--- src/rtl/ltl_report_collector.sv ---
// Report collector for one LTL monitor automaton: captures {symbol index, report vector}
// records into a FIFO and tracks sticky hit flags and overflow.
// Latency: a record pushed in cycle N is visible on rec_*_o in cycle N+1 when the FIFO was empty.
// Backpressure: rec_valid_o/rec_ready_i handshake. A push into a full FIFO with no pop is dropped and sets overflow_o.
// Optional feature macro: LTL_REPORT_COALESCE_EN merges consecutive identical reports into the tail
// record and adds the rec_cnt_o repeat-count port.
module ltl_report_collector #(
  parameter int NUM_REPORTS = 4,
  parameter int FIFO_DEPTH  = 8,
  parameter int IDX_WIDTH   = 16
) (
  input  logic                          clk,
  input  logic                          rst_n,
  input  logic                          run,
  input  logic                          clear,
  input  logic [NUM_REPORTS-1:0]        report_i,
  output logic                          rec_valid_o,
  input  logic                          rec_ready_i,
  output logic [IDX_WIDTH-1:0]          rec_idx_o,
  output logic [NUM_REPORTS-1:0]        rec_vec_o,
`ifdef LTL_REPORT_COALESCE_EN
  output logic [IDX_WIDTH-1:0]          rec_cnt_o,
`endif
  output logic [NUM_REPORTS-1:0]        hit_sticky_o,
  output logic                          overflow_o,
  output logic [$clog2(FIFO_DEPTH):0]   level_o
);

  localparam int AW = $clog2(FIFO_DEPTH);
  localparam int PW = AW + 1;

  // Record storage. Entries are only observed while valid, so their contents need no clear.
  logic [IDX_WIDTH-1:0]   idx_mem_q [FIFO_DEPTH];
  logic [NUM_REPORTS-1:0] vec_mem_q [FIFO_DEPTH];
`ifdef LTL_REPORT_COALESCE_EN
  logic [IDX_WIDTH-1:0]   cnt_mem_q [FIFO_DEPTH];
`endif

  // Pointers carry a wrap bit above the address so full and empty can be told apart.
  logic [PW-1:0]          wr_ptr_q, wr_ptr_d;
  logic [PW-1:0]          rd_ptr_q, rd_ptr_d;
  logic [IDX_WIDTH-1:0]   sym_cnt_q, sym_cnt_d;
  logic [NUM_REPORTS-1:0] hit_q, hit_d;
  logic                   ovf_q, ovf_d;

  logic [AW-1:0]          wr_addr;
  logic [AW-1:0]          rd_addr;
  logic [PW-1:0]          level;
  logic                   empty;
  logic                   full;
  logic                   push_req;
  logic                   pop;
  logic                   merge;
  logic                   alloc;
  logic                   drop;

  assign wr_addr = wr_ptr_q[AW-1:0];
  assign rd_addr = rd_ptr_q[AW-1:0];
  assign level   = wr_ptr_q - rd_ptr_q;
  assign empty   = (wr_ptr_q == rd_ptr_q);
  assign full    = (wr_ptr_q[AW] != rd_ptr_q[AW]) && (wr_addr == rd_addr);

  // clear discards any push or pop presented in the same cycle.
  assign push_req = run && (|report_i) && !clear;
  assign pop      = rec_valid_o && rec_ready_i && !clear;

`ifdef LTL_REPORT_COALESCE_EN
  logic [AW-1:0]        tail_addr;
  logic [IDX_WIDTH-1:0] tail_next_idx;
  logic                 tail_popped;

  assign tail_addr     = wr_addr - AW'(1);
  // A tail record covers symbols idx..idx+cnt, so the next consecutive symbol is idx+cnt+1.
  assign tail_next_idx = idx_mem_q[tail_addr] + cnt_mem_q[tail_addr] + IDX_WIDTH'(1);
  assign tail_popped   = pop && (level == PW'(1));
  assign merge = push_req && !empty && !tail_popped
              && (report_i == vec_mem_q[tail_addr])
              && (sym_cnt_q == tail_next_idx)
              && (cnt_mem_q[tail_addr] != {IDX_WIDTH{1'b1}});
`else
  assign merge = 1'b0;
`endif

  // A full FIFO still takes a new entry when the head leaves in the same cycle.
  assign alloc = push_req && !merge && (!full || pop);
  assign drop  = push_req && !merge && full && !pop;

  // Next-state for pointers, symbol counter and sticky flags; clear wins over everything.
  always_comb begin
    wr_ptr_d  = wr_ptr_q;
    rd_ptr_d  = rd_ptr_q;
    sym_cnt_d = sym_cnt_q;
    hit_d     = hit_q;
    ovf_d     = ovf_q;
    if (clear) begin
      wr_ptr_d  = '0;
      rd_ptr_d  = '0;
      sym_cnt_d = '0;
      hit_d     = '0;
      ovf_d     = 1'b0;
    end else begin
      if (alloc) wr_ptr_d = wr_ptr_q + PW'(1);
      if (pop)   rd_ptr_d = rd_ptr_q + PW'(1);
      if (run) begin
        sym_cnt_d = sym_cnt_q + IDX_WIDTH'(1);
        hit_d     = hit_q | report_i;
      end
      if (drop) ovf_d = 1'b1;
    end
  end

  // Control state registers.
  always_ff @(posedge clk or negedge rst_n) begin
    if (!rst_n) begin
      wr_ptr_q  <= '0;
      rd_ptr_q  <= '0;
      sym_cnt_q <= '0;
      hit_q     <= '0;
      ovf_q     <= 1'b0;
    end else begin
      wr_ptr_q  <= wr_ptr_d;
      rd_ptr_q  <= rd_ptr_d;
      sym_cnt_q <= sym_cnt_d;
      hit_q     <= hit_d;
      ovf_q     <= ovf_d;
    end
  end

  // Record storage writes: new entries at the write pointer, merges bump the tail count.
  always_ff @(posedge clk or negedge rst_n) begin
    if (!rst_n) begin
      for (int i = 0; i < FIFO_DEPTH; i++) begin
        idx_mem_q[i] <= '0;
        vec_mem_q[i] <= '0;
`ifdef LTL_REPORT_COALESCE_EN
        cnt_mem_q[i] <= '0;
`endif
      end
    end else begin
      if (alloc) begin
        idx_mem_q[wr_addr] <= sym_cnt_q;
        vec_mem_q[wr_addr] <= report_i;
`ifdef LTL_REPORT_COALESCE_EN
        cnt_mem_q[wr_addr] <= '0;
`endif
      end
`ifdef LTL_REPORT_COALESCE_EN
      if (merge) cnt_mem_q[tail_addr] <= cnt_mem_q[tail_addr] + IDX_WIDTH'(1);
`endif
    end
  end

  // Head is read straight from storage; outputs are zeroed while empty.
  assign rec_valid_o  = !empty;
  assign rec_idx_o    = rec_valid_o ? idx_mem_q[rd_addr] : '0;
  assign rec_vec_o    = rec_valid_o ? vec_mem_q[rd_addr] : '0;
`ifdef LTL_REPORT_COALESCE_EN
  assign rec_cnt_o    = rec_valid_o ? cnt_mem_q[rd_addr] : '0;
`endif
  assign hit_sticky_o = hit_q;
  assign overflow_o   = ovf_q;
  assign level_o      = level;

endmodule

--- config.mk ---
export PLATFORM = sky130hd
export DESIGN_NAME = ltl_report_collector
export DESIGN_NICKNAME = d
export VERILOG_FILES = /design/src/rtl/ltl_report_collector.sv
export SDC_FILE = /design/constraint.sdc
export NUM_CORES = 1
export LEC_CHECK = 0
export BUFFER_PORTS_ARGS = -buffer_cell sky130_fd_sc_hd__buf_2
export CAP_MARGIN = 20
export CORE_MARGIN = 1
export CORE_UTILIZATION = 35
export CTS_CLUSTER_DIAMETER = 40
export CTS_CLUSTER_SIZE = 20
export DETAILED_ROUTE_END_ITERATION = 10
export PLACE_DENSITY = 0.48
export SYNTH_ARGS = -nofsm -noshare
export SYNTH_HDL_FRONTEND = slang
export SYNTH_SLANG_ARGS = --single-unit
--- constraint.sdc ---
create_clock -name clk -period 5.8 [get_ports clk]
set_input_delay 1.16 -clock clk [delete_from_list [all_inputs] [get_ports clk]]
set_output_delay 1.16 -clock clk [all_outputs]
set_load 0.005 [all_outputs]
==> impl_results.md <==
* Status: complete, no violations
* Top area cells in the synthesized netlist: dfrtp_1 53%, mux2_2 18%, mux4_2 10%
* Clk pwr share at ~39%
* Syn nets at 660
* FF-to-FF End: idx_mem_q[110]
* Antenna violations before repair at 0
* Fmax at about 0.24 GHz
* WP depth at 8
* Non-Filler Instances at between 900 and 1000
* Net Switching at about 850 uW
* First-pass GRT wire length at roughly 34000 um
* Sequential power share at approximately 46%
* CP delay by family, top: buffers and inverters
* Synth Area in XOR/XNOR at 1.88%
* # rows at 57
* Critical Setup Path Class: reg2out
* Worst path buffer plus inverter count at 4
* Port Buffer Count at 38
* Clock Latency Late Sink at 0.44 ns
* Starting density of the core at 36.0%
* YS warnings at 0
* Root buf cell: clkbuf_16
* Crit path max fanout at 22
* Total GRT Usage at between 10% and 20%
* Synth Area in Compound Gates at roughly 2.7%
* Required time of the worst setup path at between 4 and 5 ns
* Min Tclk post-route at approximately 4.2 ns
* Int Pwr at 2.25 mW
* Synth area leader: dfrtp_1
* Gr ovfl total at 0
* Synthesized area per cell at roughly 14 um2
* CP Cell Sequence: buf_4 -> inv_1 -> ha_1 -> nand3_1 -> nor2_2 -> buf_4 -> a21oi_1 -> buf_2
* Register area share after synthesis at between 50% and 60%
* Cells after Synth at approximately 640
* Largest net degree at the start of global routing at roughly 110
* Ratio of cells with drive above 1 in the final layout at between 40 and 50%
* Worst Tran Pin Value at a little under 1 ns
* Final hold vios at 0
* Vias in the first global route at between 5000 and 6000
* Clk buf depth at 2
* H-tree depth at 4
* Detail Route Antenna Nets at 0
* CTS Hold Bufs at 0
* Hold EP: vec_mem_q[18]
* Fillers at between 2000 and 2500
* Final design instance area without fill at about 10000 um2
* Most frequent CP cell: buf_4
* Top-count cell post-synth: dfrtp_1
* Max_slew headroom at between 30% and 40%
* Post-CTS sizing at 0
* Crit-path max cell delay at between 0.6 and 0.7 ns
* Cts bufs inserted at 17
* Nature of the critical path endpoint: primary output
* Setup bufs post-CTS at 0
* Area growth from synthesis to layout at 12.1%
* Synth Cell Area at a little under 9000 um2
* Crit start category: flip-flop
* Fin crit share at ~73%
* Post-synthesis adder-cell area fraction at under 10%
* Post-synthesis cell type count at 36
* Chip Width at between 150 and 200 um
* Flops & latches, synth at between 150 and 200
* Ys async rst share at between 90% and 100%
* 1st-iter DRT viols at 290
* Setup Skew at approximately 0.012 ns
* Synth Flop Type: dfrtp_1
* R2R Setup Slk at 2.67 ns
* Die Ht at ~160 um
* Max-cap violations at 0
* Detailed-route via count at 5209
* Min-delay src: vec_mem_q[18]
* Final wirelength at 21100 um
* Routed length per instance at approximately 21 um
* Worst VDD drop at about 0.00016 V
* Placed inst area at ~9300 um2
* CTS sink count at around 190
* Slew Viols, Final at 0
* Placed Instances at 967
* Sw Share at approximately 28%
* Vias/cell at between 5 and 6
* Hold Crit Class: reg2reg
* Share of the synthesized area in the top cell type at 53.3%
* CTS tree: built
* DRC at 0
* TritonRoute pass-1 iters at 4
* Reg clk slew, reported paths at around 0.070 ns
* Core Area at roughly 25000 um2
* Worst Path Arrival at between 3 and 4 ns
* Total chip power at a little over 3 mW
* Leakage dissipation at approximately 4.7 nW
* RR Startpoint: rd_ptr_q[2]
* RSZ-0062 raised after global routing: no
* Endpoints failing setup at 0
* Fin nets at 678
* Setup TNS at 0 ns
* Die area at approximately 26000 um2
* Main combinational cell family by area after synthesis: multiplexers
* # IOs at 39
* Placer Congestion at approximately 0.78
* Post-synthesis mux area share at 31.6%
* Hold path cells at 1
* Detailed placement HPWL at around 13000 um
* Final design utilization at between 40% and 50%
* Post-synth EDFFs at 0
* PwrDens at around 310 nW/um2
* Crit-path slowest cell: nor2_2
* Logic pwr share at between 10% and 20%
* R2R depth at 8
* Antenna cells at 0
* Synth Area in Simple Gates at around 5.7%
* Top cells by count, synth: 189 x dfrtp_1, 141 x mux2_2, 46 x nand2_1
==> registers in the layout, indices dropped and copies added (netlist names) <==
register / flops
wr_ptr_q: 4
idx_mem_q: 128
overflow_o: 1
hit_sticky_o: 4
rd_ptr_q: 4
vec_mem_q: 32
sym_cnt_q: 16
==> how the worst max path moves through the flow <==
stage	startpoint	slack [ns]	endpoint
finish	rd_ptr_q[2]	1.58	rec_vec_o[2]
CTS	rd_ptr_q[2]	1.53	rec_vec_o[2]
detailed placement	rd_ptr_q[2]	2.01	rec_vec_o[2]
global placement	rd_ptr_q[2]	2.01	rec_vec_o[2]
global route	rd_ptr_q[2]	1.41	rec_vec_o[2]
floorplan	rd_ptr_q[1]	2.72	rec_valid_o
==> power groups by stage <==
stage | registers, mW | clock network, mW | logic (mW)
2_1_floorplan | 1.44 | 0 | 0.322
3_3_place_gp | 1.45 | 0 | 0.485
3_5_place_dp | 1.46 | 0 | 0.487
4_1_cts | 1.43 | 1.24 | 0.488
5_1_grt | 1.44 | 1.29 | 0.522
6_report | 1.43 | 1.20 | 0.471
==> cells by family (layout without fill, tap and decap cells) <==
family / count (synthesis) / in the layout
flops: 189 / 189
mux: 203 / 203
fa+ha+maj: 7 / 7
xor+xnor: 19 / 19
compound gates: 41 / 41
simple gates: 112 / 112
buf+inv: 73 / 104
==> final cells by class <==
cell class / count / area, um2 / area share (%)
Inverter: 16 / 60.1 / 0.604
Clock buffer: 17 / 425 / 4.28
Tap cell: 324 / 405 / 4.08
Clock inverter: 15 / 174 / 1.75
Timing Repair Buffer: 56 / 332 / 3.34
Multi-Input combinational cell: 382 / 3810 / 38.4
Sequential cell: 189 / 4730 / 47.6
==> layer usage <==
| metal | vias to the layer above | GRT usage, % | wire [um] |
|---|---|---|---|
| li1 | 2329 | - | - |
| met1 | 2745 | 23.3 | 9550 |
| met2 | 107 | 28.9 | 10300 |
| met3 | 28 | 2.57 | 852 |
| met4 | 0 | 6.05 | 417 |
| met5 | - | 0 | 0 |
==> cells in the final DEF (no fill, tap or decap), types with 4 or more instances in the layout <==
master	n
dfrtp_1	187
mux4_2	40
nand3_1	10
nor3_1	6
mux2_4	19
inv_1	16
inv_6	4
xor2_1	7
mux2_2	141
ha_1	6
nor2_1	28
xnor2_1	12
nor4_1	5
nand4_1	9
clkbuf_16	17
buf_2	37
buf_4	18
a21oi_1	27
nand2_1	46
==> per-stage QoR <==
step                worst slack, ns  hold WS, ns
finish                         1.58        0.502
global route                   1.41        0.517
CTS                            1.53        0.504
detailed placement             2.01        0.487
global placement               2.01        0.481
floorplan                      2.72        0.466
Note: power is estimated with default switching activity, not from simulation.
